===== src/rtl/usb_kbd_buffer_pkg.sv =====
// rtl/usb_kbd_buffer_pkg.sv - HID constants, register map and scancode translation
package usb_hid_pkg;

    localparam logic [7:0] SHIFT_MASK = 8'h22;
    localparam logic [7:0] CTRL_MASK  = 8'h11;

    localparam logic [1:0] TYP_NONE  = 2'd0;
    localparam logic [1:0] TYP_KBD   = 2'd1;
    localparam logic [1:0] TYP_MOUSE = 2'd2;
    localparam logic [1:0] TYP_PAD   = 2'd3;

    localparam logic [7:0] REG_STATUS = 8'h00;
    localparam logic [7:0] REG_CHAR   = 8'h01;
    localparam logic [7:0] REG_MOD    = 8'h02;
    localparam logic [7:0] REG_COUNT  = 8'h03;
    localparam logic [7:0] REG_CTRL   = 8'h04;
    localparam logic [7:0] REG_DROPS  = 8'h05;

    localparam int CTRL_REPEN    = 0;
    localparam int CTRL_FLUSH    = 1;
    localparam int CTRL_CLR_OVF  = 2;
    localparam int CTRL_CLR_DROP = 3;

    typedef enum logic [1:0] {
        S_IDLE,
        S_SCAN,
        S_COMMIT
    } scan_state_t;

    // US layout; ctrl folds letters onto 0x01..0x1a, zero means "no character"
    function automatic logic [7:0] scancode2char(input logic [7:0] code, input logic [7:0] mods);
        logic       shift;
        logic       ctrl;
        logic [7:0] c;
        shift = |(mods & SHIFT_MASK);
        ctrl  = |(mods & CTRL_MASK);
        c     = 8'h00;
        if (code >= 8'h04 && code <= 8'h1d) begin
            c = (shift ? 8'h41 : 8'h61) + (code - 8'h04);
            if (ctrl) c = c & 8'h1f;
        end else begin
            case (code)
                8'h1e: c = shift ? 8'h21 : 8'h31;
                8'h1f: c = shift ? 8'h40 : 8'h32;
                8'h20: c = shift ? 8'h23 : 8'h33;
                8'h21: c = shift ? 8'h24 : 8'h34;
                8'h22: c = shift ? 8'h25 : 8'h35;
                8'h23: c = shift ? 8'h5e : 8'h36;
                8'h24: c = shift ? 8'h26 : 8'h37;
                8'h25: c = shift ? 8'h2a : 8'h38;
                8'h26: c = shift ? 8'h28 : 8'h39;
                8'h27: c = shift ? 8'h29 : 8'h30;
                8'h28: c = 8'h0d;
                8'h29: c = 8'h1b;
                8'h2a: c = 8'h08;
                8'h2b: c = 8'h09;
                8'h2c: c = 8'h20;
                8'h2d: c = shift ? 8'h5f : 8'h2d;
                8'h2e: c = shift ? 8'h2b : 8'h3d;
                8'h2f: c = shift ? 8'h7b : 8'h5b;
                8'h30: c = shift ? 8'h7d : 8'h5d;
                8'h31: c = shift ? 8'h7c : 8'h5c;
                8'h33: c = shift ? 8'h3a : 8'h3b;
                8'h34: c = shift ? 8'h22 : 8'h27;
                8'h35: c = shift ? 8'h7e : 8'h60;
                8'h36: c = shift ? 8'h3c : 8'h2c;
                8'h37: c = shift ? 8'h3e : 8'h2e;
                8'h38: c = shift ? 8'h3f : 8'h2f;
                default: c = 8'h00;
            endcase
        end
        return c;
    endfunction

endpackage


===== src/rtl/usb_kbd_buffer_if.sv =====
// rtl/usb_kbd_buffer_if.sv - HID report input and CPU register window bundle
interface usb_kbd_buffer_if #(
    parameter int NKEYS = 6
);
    logic                 report_i;
    logic [1:0]           typ_i;
    logic [7:0]           key_modifiers_i;
    logic [8*NKEYS-1:0]   keys_i;
    logic                 usb_cs;
    logic                 R_W_n;
    logic [7:0]           reg_addr_i;
    logic [7:0]           data_i;
    logic [7:0]           data_o;

    modport master (
        output report_i, typ_i, key_modifiers_i, keys_i,
        output usb_cs, R_W_n, reg_addr_i, data_i,
        input  data_o
    );

    modport slave (
        input  report_i, typ_i, key_modifiers_i, keys_i,
        input  usb_cs, R_W_n, reg_addr_i, data_i,
        output data_o
    );
endinterface


===== src/rtl/usb_kbd_buffer_fifo.sv =====
// rtl/usb_kbd_buffer_fifo.sv - 16-bit keystroke FIFO with registered head entry
module usb_kbd_fifo #(
    parameter int DEPTH = 8,
    parameter int AW    = $clog2(DEPTH)
) (
    input  logic          clk_i,
    input  logic          rst_n_i,
    input  logic          push,
    input  logic          pop,
    input  logic          flush,
    input  logic [15:0]   wdata,
    output logic [15:0]   head,
    output logic          full,
    output logic          empty,
    output logic [AW:0]   count,
    output logic          ovf_set
);
    logic [15:0]   mem [DEPTH];
    logic [AW-1:0] wr_ptr;
    logic [AW-1:0] rd_ptr;
    logic [AW-1:0] rd_ptr_nxt;
    logic          do_push;
    logic          do_pop;

    assign empty = (count == '0);
    assign full  = (count == (AW+1)'(DEPTH));

    // A pop on a full FIFO frees the slot the simultaneous push lands in
    assign do_pop     = pop & ~empty & ~flush;
    assign do_push    = push & ~flush & (~full | do_pop);
    assign ovf_set    = push & ~flush & full & ~do_pop;
    assign rd_ptr_nxt = flush ? '0 : rd_ptr + AW'(do_pop);

    always_ff @(posedge clk_i) begin
        if (do_push) mem[wr_ptr] <= wdata;
    end

    always_ff @(posedge clk_i or negedge rst_n_i) begin
        if (!rst_n_i) begin
            wr_ptr <= '0;
            rd_ptr <= '0;
            count  <= '0;
            head   <= '0;
        end else begin
            rd_ptr <= rd_ptr_nxt;
            if (flush) begin
                wr_ptr <= '0;
                count  <= '0;
                head   <= '0;
            end else begin
                if (do_push) wr_ptr <= wr_ptr + AW'(1);
                count <= count + (AW+1)'(do_push) - (AW+1)'(do_pop);
                // The entry being written becomes head when it lands at the new read pointer
                if (do_push && wr_ptr == rd_ptr_nxt) head <= wdata;
                else                                 head <= mem[rd_ptr_nxt];
            end
        end
    end
endmodule


===== src/rtl/usb_kbd_buffer.sv =====
// rtl/usb_kbd_buffer.sv - HID keyboard report scanner, auto-repeat and CPU register window
module usb_kbd_buffer
    import usb_hid_pkg::*;
#(
    parameter int NKEYS        = 6,
    parameter int DEPTH        = 8,
    parameter int CLK_HZ       = 25000000,
    parameter int REP_DELAY_MS = 500,
    parameter int REP_RATE_MS  = 33
) (
    input  logic               clk_i,
    input  logic               rst_n_i,
    usb_kbd_buffer_if.slave    bus
);
    localparam int     AW       = $clog2(DEPTH);
    localparam int     SW       = (NKEYS > 1) ? $clog2(NKEYS) : 1;
    localparam longint DLY_CYC  = longint'(REP_DELAY_MS) * longint'(CLK_HZ) / 1000;
    localparam longint RATE_CYC = longint'(REP_RATE_MS) * longint'(CLK_HZ) / 1000;
    localparam longint MAX_CYC  = (DLY_CYC > RATE_CYC) ? DLY_CYC : RATE_CYC;
    localparam int     TW       = (MAX_CYC > 1) ? $clog2(MAX_CYC) : 1;
    // Loaded one short so a fire at zero lands exactly DLY/RATE cycles apart
    localparam logic [TW-1:0] DLY_LOAD  = TW'((DLY_CYC > 0) ? DLY_CYC - 1 : 0);
    localparam logic [TW-1:0] RATE_LOAD = TW'((RATE_CYC > 0) ? RATE_CYC - 1 : 0);

    scan_state_t          state_q, state_d;
    logic [8*NKEYS-1:0]   snap_keys, prev_keys;
    logic [7:0]           snap_mod;
    logic [SW-1:0]        slot;
    logic                 new_pushed;
    logic [7:0]           rep_code;
    logic [15:0]          rep_data;
    logic                 rep_valid;
    logic [TW-1:0]        timer;
    logic                 repen, ovf, drop;
    logic                 rd_char_q, wr_ctrl_q;

    logic                 rd_char, wr_ctrl, pop, ctrl_we, flush;
    logic [7:0]           cur_code, cur_char;
    logic                 in_prev, rep_in_snap, slot_new;
    logic                 scan_push, scan_last, rep_active, rep_fire, rep_push;
    logic [15:0]          fifo_wdata, head;
    logic                 full, empty, ovf_set;
    logic [AW:0]          count;
    logic                 unused_ctrl_bits;

    assign rd_char = bus.usb_cs &  bus.R_W_n & (bus.reg_addr_i == REG_CHAR);
    assign wr_ctrl = bus.usb_cs & ~bus.R_W_n & (bus.reg_addr_i == REG_CTRL);
    assign pop     = rd_char & ~rd_char_q;
    assign ctrl_we = wr_ctrl & ~wr_ctrl_q;
    assign flush   = ctrl_we & bus.data_i[CTRL_FLUSH];
    assign unused_ctrl_bits = &{1'b0, bus.data_i[7:4]};

    always_comb begin
        cur_code    = snap_keys[8*int'(slot) +: 8];
        cur_char    = scancode2char(cur_code, snap_mod);
        in_prev     = 1'b0;
        rep_in_snap = 1'b0;
        for (int j = 0; j < NKEYS; j++) begin
            if (prev_keys[8*j +: 8] == cur_code) in_prev = 1'b1;
            if (snap_keys[8*j +: 8] == rep_code) rep_in_snap = 1'b1;
        end
        slot_new = (cur_code != 8'h00) & ~in_prev & (cur_char != 8'h00);
    end

    always_ff @(posedge clk_i or negedge rst_n_i) begin
        if (!rst_n_i) state_q <= S_IDLE;
        else          state_q <= state_d;
    end

    always_comb begin
        state_d   = state_q;
        scan_push = 1'b0;
        scan_last = (slot == SW'(NKEYS - 1));
        case (state_q)
            S_IDLE:   if (bus.report_i && bus.typ_i == TYP_KBD) state_d = S_SCAN;
            S_SCAN: begin
                scan_push = slot_new;
                if (scan_last) state_d = S_COMMIT;
            end
            S_COMMIT: state_d = S_IDLE;
            default:  state_d = S_IDLE;
        endcase
    end

    // Repeat of the old key is held off between a new press and its commit
    assign rep_active = repen & rep_valid;
    assign rep_fire   = rep_active & ~new_pushed & (timer == '0);
    assign rep_push   = rep_fire & ~scan_push & ~flush;
    assign fifo_wdata = scan_push ? {cur_char, snap_mod} : rep_data;

    always_ff @(posedge clk_i or negedge rst_n_i) begin
        if (!rst_n_i) begin
            snap_keys  <= '0;
            prev_keys  <= '0;
            snap_mod   <= '0;
            slot       <= '0;
            new_pushed <= 1'b0;
            rep_code   <= '0;
            rep_data   <= '0;
            rep_valid  <= 1'b0;
            timer      <= '0;
            repen      <= 1'b1;
            ovf        <= 1'b0;
            drop       <= 1'b0;
            rd_char_q  <= 1'b0;
            wr_ctrl_q  <= 1'b0;
        end else begin
            rd_char_q <= rd_char;
            wr_ctrl_q <= wr_ctrl;
            if (ctrl_we) repen <= bus.data_i[CTRL_REPEN];
            if (ctrl_we && bus.data_i[CTRL_CLR_OVF])  ovf <= 1'b0;
            else if (ovf_set)                         ovf <= 1'b1;
            if (ctrl_we && bus.data_i[CTRL_CLR_DROP]) drop <= 1'b0;
            else if (bus.report_i && state_q != S_IDLE) drop <= 1'b1;

            case (state_q)
                S_IDLE: begin
                    if (bus.report_i) begin
                        if (bus.typ_i == TYP_KBD) begin
                            snap_keys  <= bus.keys_i;
                            snap_mod   <= bus.key_modifiers_i;
                            slot       <= '0;
                            new_pushed <= 1'b0;
                        end else begin
                            prev_keys <= '0;
                            rep_valid <= 1'b0;
                        end
                    end
                end
                S_SCAN: begin
                    slot <= slot + SW'(1);
                    if (scan_push) begin
                        rep_code   <= cur_code;
                        rep_data   <= {cur_char, snap_mod};
                        rep_valid  <= 1'b1;
                        new_pushed <= 1'b1;
                    end
                end
                S_COMMIT: begin
                    prev_keys  <= snap_keys;
                    new_pushed <= 1'b0;
                    if (!rep_in_snap) rep_valid <= 1'b0;
                end
                default: ;
            endcase

            if (state_q == S_COMMIT && new_pushed) begin
                timer <= DLY_LOAD;
            end else if (rep_active && !new_pushed) begin
                if (timer != '0)   timer <= timer - TW'(1);
                else if (rep_push) timer <= RATE_LOAD;
            end
        end
    end

    usb_kbd_fifo #(.DEPTH(DEPTH)) u_fifo (
        .clk_i   (clk_i),
        .rst_n_i (rst_n_i),
        .push    (scan_push | rep_push),
        .pop     (pop),
        .flush   (flush),
        .wdata   (fifo_wdata),
        .head    (head),
        .full    (full),
        .empty   (empty),
        .count   (count),
        .ovf_set (ovf_set)
    );

    always_comb begin
        bus.data_o = 8'h00;
        case (bus.reg_addr_i)
            REG_STATUS: bus.data_o = {4'b0000, repen, ovf, full, ~empty};
            REG_CHAR:   bus.data_o = empty ? 8'h00 : head[15:8];
            REG_MOD:    bus.data_o = empty ? 8'h00 : head[7:0];
            REG_COUNT:  bus.data_o = 8'(count);
            REG_DROPS:  bus.data_o = {7'b0000000, drop};
            default:    bus.data_o = 8'h00;
        endcase
    end
endmodule


===== src/flat_wrapper.sv =====
// flat-port wrapper written by rule: the top's interface ports become plain ports
module usb_kbd_buffer_flat import usb_hid_pkg::*;
#(
    parameter int NKEYS        = 6,
    parameter int DEPTH        = 8,
    parameter int CLK_HZ       = 25000000,
    parameter int REP_DELAY_MS = 500,
    parameter int REP_RATE_MS  = 33
)
  (clk_i, rst_n_i, bus_report_i, bus_typ_i, bus_key_modifiers_i, bus_keys_i, bus_usb_cs, bus_R_W_n, bus_reg_addr_i, bus_data_i, bus_data_o);
  usb_kbd_buffer_if #(.NKEYS(NKEYS)) bus_i ();
  input  logic clk_i;
  input  logic rst_n_i;
  input wire logic [$bits(bus_i.report_i)-1:0] bus_report_i;
  input wire logic [$bits(bus_i.typ_i)-1:0] bus_typ_i;
  input wire logic [$bits(bus_i.key_modifiers_i)-1:0] bus_key_modifiers_i;
  input wire logic [$bits(bus_i.keys_i)-1:0] bus_keys_i;
  input wire logic [$bits(bus_i.usb_cs)-1:0] bus_usb_cs;
  input wire logic [$bits(bus_i.R_W_n)-1:0] bus_R_W_n;
  input wire logic [$bits(bus_i.reg_addr_i)-1:0] bus_reg_addr_i;
  input wire logic [$bits(bus_i.data_i)-1:0] bus_data_i;
  output wire logic [$bits(bus_i.data_o)-1:0] bus_data_o;
  assign bus_i.report_i = bus_report_i;
  assign bus_i.typ_i = bus_typ_i;
  assign bus_i.key_modifiers_i = bus_key_modifiers_i;
  assign bus_i.keys_i = bus_keys_i;
  assign bus_i.usb_cs = bus_usb_cs;
  assign bus_i.R_W_n = bus_R_W_n;
  assign bus_i.reg_addr_i = bus_reg_addr_i;
  assign bus_i.data_i = bus_data_i;
  assign bus_data_o = bus_i.data_o;
  usb_kbd_buffer #(.NKEYS(NKEYS), .DEPTH(DEPTH), .CLK_HZ(CLK_HZ), .REP_DELAY_MS(REP_DELAY_MS), .REP_RATE_MS(REP_RATE_MS)) u_core (.clk_i(clk_i), .rst_n_i(rst_n_i), .bus(bus_i));
endmodule

===== config.mk =====
export PLATFORM = sky130hd
export DESIGN_NAME = usb_kbd_buffer_flat
export DESIGN_NICKNAME = d
export VERILOG_FILES = /design/src/rtl/usb_kbd_buffer_pkg.sv /design/src/rtl/usb_kbd_buffer_if.sv /design/src/rtl/usb_kbd_buffer_fifo.sv /design/src/rtl/usb_kbd_buffer.sv /design/src/flat_wrapper.sv
export SDC_FILE = /design/constraint.sdc
export NUM_CORES = 1
export LEC_CHECK = 0
export CAP_MARGIN = 20
export CORE_ASPECT_RATIO = 0.75
export CORE_MARGIN = 10
export CORE_UTILIZATION = 56
export CTS_BUF_LIST = sky130_fd_sc_hd__clkbuf_16
export CTS_CLUSTER_SIZE = 16
export DETAILED_ROUTE_END_ITERATION = 10
export PLACE_DENSITY = 0.75
export SLEW_MARGIN = 20
export SYNTH_ARGS = -nofsm -noshare
export SYNTH_HDL_FRONTEND = slang
export SYNTH_SLANG_ARGS = --single-unit

===== constraint.sdc =====
create_clock -name clk_i -period 7.78 [get_ports clk_i]
set_clock_uncertainty 0.05 [all_clocks]
set_input_delay 0.778 -clock clk_i [delete_from_list [all_inputs] [get_ports clk_i]]
set_output_delay 0.778 -clock clk_i [all_outputs]
set_load 0.005 [all_outputs]

==> results by group <==
Outcome
  • Status: finished, final reports clean

Clock network
  • CTS max path bufs: 3
  • Post-CTS Setup Inserts: 0
  • Num CTS Buffers: 31
  • Reg clk slew, reported paths: 0.07 ns
  • Hold Buf Count CTS: 0
  • Root cell of the clock tree: clkbuf_16
  • TritonCTS sink count: around 320
  • Clock latency on the worst-skew pair: 0.59 ns
  • CTS tree: yes
  • Htree depth: 1
  • CTS-repair resized insts: 0

Finish
  • Post-layout util: 64.68%
  • Area Growth Syn to Fin: 13.42%
  • Ratio of cells with drive above 1 in the final layout: 13.88%
  • Non-filler cells in the finished layout: ~1,900
  • Ant. Diodes: 0
  • Commonest cells after routing, fill and taps aside: dfrtp_1, edfxtp_1, nand2_1
  • Fin nets: between 1,500 and 2,000
  • Commonest non-fill, non-tap cell in the layout: dfrtp_1
  • Final instance area: 18,880 sq um

Power
  • Power Total: 9.960 mW
  • Peak VDD IR: 0.0003017 V
  • Leakage: 7.414 nW
  • Power per cell area: between 500 and 600 nW/um^2

Critical path
  • Required @ worst endpoint: 8.22 ns
  • Crit end category: flop
  • Max stage delay on crit path: around 0.70 ns
  • Crit start category: flop
  • Buf/Inv on CP: 4
  • Critical-path cell list: buf_4 -> mux4_2 -> nand2_1 -> nand2_1 -> inv_1 -> ha_1 -> and2_1 -> a21oi_1 -> o2111ai_1 -> nand2_1 -> a31oi_1 -> o31ai_1 -> nand4_2 -> a22oi_2 -> buf_4 -> or3_1 -> ha_1 -> inv_1 -> ha_1 -> fa_1 -> and2_1
  • Worst path slowest cell: dfrtp_1
  • Critical-path maximum fanout: 14
  • Delay-heaviest family, CP: simple AND/OR/NAND/NOR gates
  • Critical Path AT: slightly above 7 ns
  • WS Path Type: flop to flop

STA
  • Tcrit/Tclk final: 85.40%
  • Final Hold Vio Count: 0
  • Fin Hold WS: 0.03526 ns
  • Tightest Pin Transition: 1.005 ns
  • Max Slew Vio Count: 0
  • Unrepaired setup endpoints after global routing: false
  • Relative slew slack: about 32%
  • Period minus WS final: 6.644 ns
  • Setup TNS: 0 ns
  • Setup ws final: 1.136 ns
  • Max Clk Rate: 150.5 MHz
  • Final setup violation count: 0

Place
  • RePlAce Congestion: 0.9524
  • Placed Area: between 15,000 and 20,000 sq um
  • Dpl cells: 1,876
  • Count of input and output buffers: 82
  • Post-DP HPWL: 29,370 um
  • Pre-CTS setup slack: 1.377 ns

Die
  • # IOs: 87
  • Die Y: 169.3 um
  • Die Span X: roughly 220 um
  • Total core area: 29,190 sq um
  • Starting Density: 57.03%
  • Total die area: 37,090 sq um
  • Cell Rows: 54

Logic synthesis
  • Async S/R FF share, synth: 59.75%
  • Seq/Total Area, Yosys: 51.67%
  • Syn avg cell area: 11.29 sq um
  • Synth Flop Type: dfrtp_1
  • Number of flops mapped to enable cells by yosys: 128
  • Synth warn: 0
  • Synth unique cells: 91
  • Synthesized cell area: 16,640 sq um
  • Mapped Cells: 1,474
  • #FFs+latches synth: 318
  • Syn Nets: 1,583

Global route
  • Total grt overflow: 0
  • Largest net degree at the start of global routing: 127
  • Antenna violations before repair: 0
  • GRT Total Usage: between 20% and 30%
  • Vias in the first global route: 11,510
  • Global-route wire length before repair: roughly 67,000 um

Run
  • MaxCap Viol Count: 0

Drt
  • WL/cell: between 20 and 25 um
  • Final wirelength: approximately 43,000 um
  • Vias per cell: roughly 6.4
  • Vias: 12,350
  • DRT Pass-1 Iters: 7
  • # DRC: 0
  • DRT iter0 DRCs: 1,469
  • Post-route ant nets: 0

Worst hold path
  • Hold Crit Class: input pin to asynchronous set/reset pin
==> worst paths after layout <==
| path | from | end | slack (ns) | cells after the start |
|---|---|---|---|---|
| max | u_core.slot[0] | u_core.u_fifo.count[1] | 1.14 | 21 |
| min | rst_n_i | u_core.timer[21] | 0.04 | 1 |
| max reg2reg | u_core.slot[0] | u_core.u_fifo.count[1] | 1.14 | 21 |
| min reg2reg | u_core.rep_data[6] | u_core.rep_data[6] | 0.45 | 1 |
| max in group asynchronous | rst_n_i | u_core.rep_data[1] | 6.02 | 3 |
| min in group clk_i | u_core.rep_data[6] | u_core.rep_data[6] | 0.45 | 1 |
==> cell families after synthesis <==
family	after synthesis	synth area share (%)
compound gates	348	15.03
fa+ha+maj	30	2.300
flops	318	51.67
xor+xnor	109	5.736
simple gates	381	11.48
buf+inv	138	3.450
mux	150	10.34
==> flip-flops by register name, indices dropped and copies added, names as in the netlist, 2 cells and up <==
name,cells
u_core.u_fifo.mem,128
u_core.prev_keys,48
u_core.snap_keys,48
u_core.timer,24
u_core.rep_data,16
u_core.u_fifo.head,16
u_core.rep_code,8
u_core.snap_mod,8
u_core.u_fifo.count,4
u_core.slot,3
u_core.u_fifo.rd_ptr,3
u_core.u_fifo.wr_ptr,3
u_core.state_q,2
==> worst reg2reg max path, stage by stage (launching register included) <==
cell	delay, ns
dfrtp_1	0.70
buf_4	0.30
mux4_2	0.25
nand2_1	0.10
nand2_1	0.43
inv_1	0.23
ha_1	0.45
and2_1	0.35
a21oi_1	0.43
o2111ai_1	0.20
nand2_1	0.10
a31oi_1	0.11
o31ai_1	0.55
nand4_2	0.42
a22oi_2	0.28
buf_4	0.23
or3_1	0.29
ha_1	0.28
inv_1	0.06
ha_1	0.19
fa_1	0.42
and2_1	0.14
==> layout make-up <==
cell class / count / area (sq um)
clock buffers: 31 / 775.7
clock inverters: 26 / 294.0
fillers: 2238 / 10310
inverters: 38 / 142.6
multi-input cells: 1018 / 7513
flip-flops and latches: 318 / 8600
well taps: 392 / 490.5
repair buffers: 111 / 1062
==> Yosys cell counts (15+ instances only) <==
| master | instances | area, sq um |
|---|---|---|
| a21oi_1 | 60 | 300.3 |
| a22o_1 | 49 | 429.2 |
| a22oi_1 | 16 | 120.1 |
| a311oi_1 | 19 | 166.4 |
| and2_1 | 16 | 100.1 |
| and3_1 | 23 | 143.9 |
| buf_2 | 15 | 75.07 |
| clkbuf_1 | 71 | 266.5 |
| dfrtp_1 | 189 | 4730 |
| edfxtp_1 | 128 | 3844 |
| ha_1 | 29 | 362.9 |
| inv_1 | 36 | 135.1 |
| mux2_2 | 93 | 1047 |
| mux2i_1 | 46 | 460.4 |
| nand2_1 | 128 | 480.5 |
| nand3_1 | 21 | 105.1 |
| nor2_1 | 72 | 270.3 |
| nor3_1 | 35 | 175.2 |
| o21ai_0 | 49 | 245.2 |
| o22ai_1 | 29 | 181.4 |
| o2bb2ai_1 | 15 | 131.4 |
| xnor2_1 | 66 | 578.1 |
| xor2_1 | 43 | 376.6 |
==> report_power, final <==
| group | switching (mW) | total [mW] | internal (mW) | leakage (nW) |
|---|---|---|---|---|
| Clock | 0.662 | 1.59 | 0.927 | 0.545 |
| Sequential | 0.592 | 3.29 | 2.70 | 3.54 |
| Combinational | 3.08 | 5.08 | 2.00 | 3.33 |
==> routing by layer <==
layer  share of wire [%]  wire [um]  GRT usage [%]  vias to the layer above
met5               0.081         35              0                        -
met4                 1.5        653          4.337                        2
met3                  11       4576          5.504                       63
met2                  43      18580          32.90                      628
met1                  45      19440          34.44                     6095
li1                    -          -              -                     5559
(Power assumes the default switching activity.)
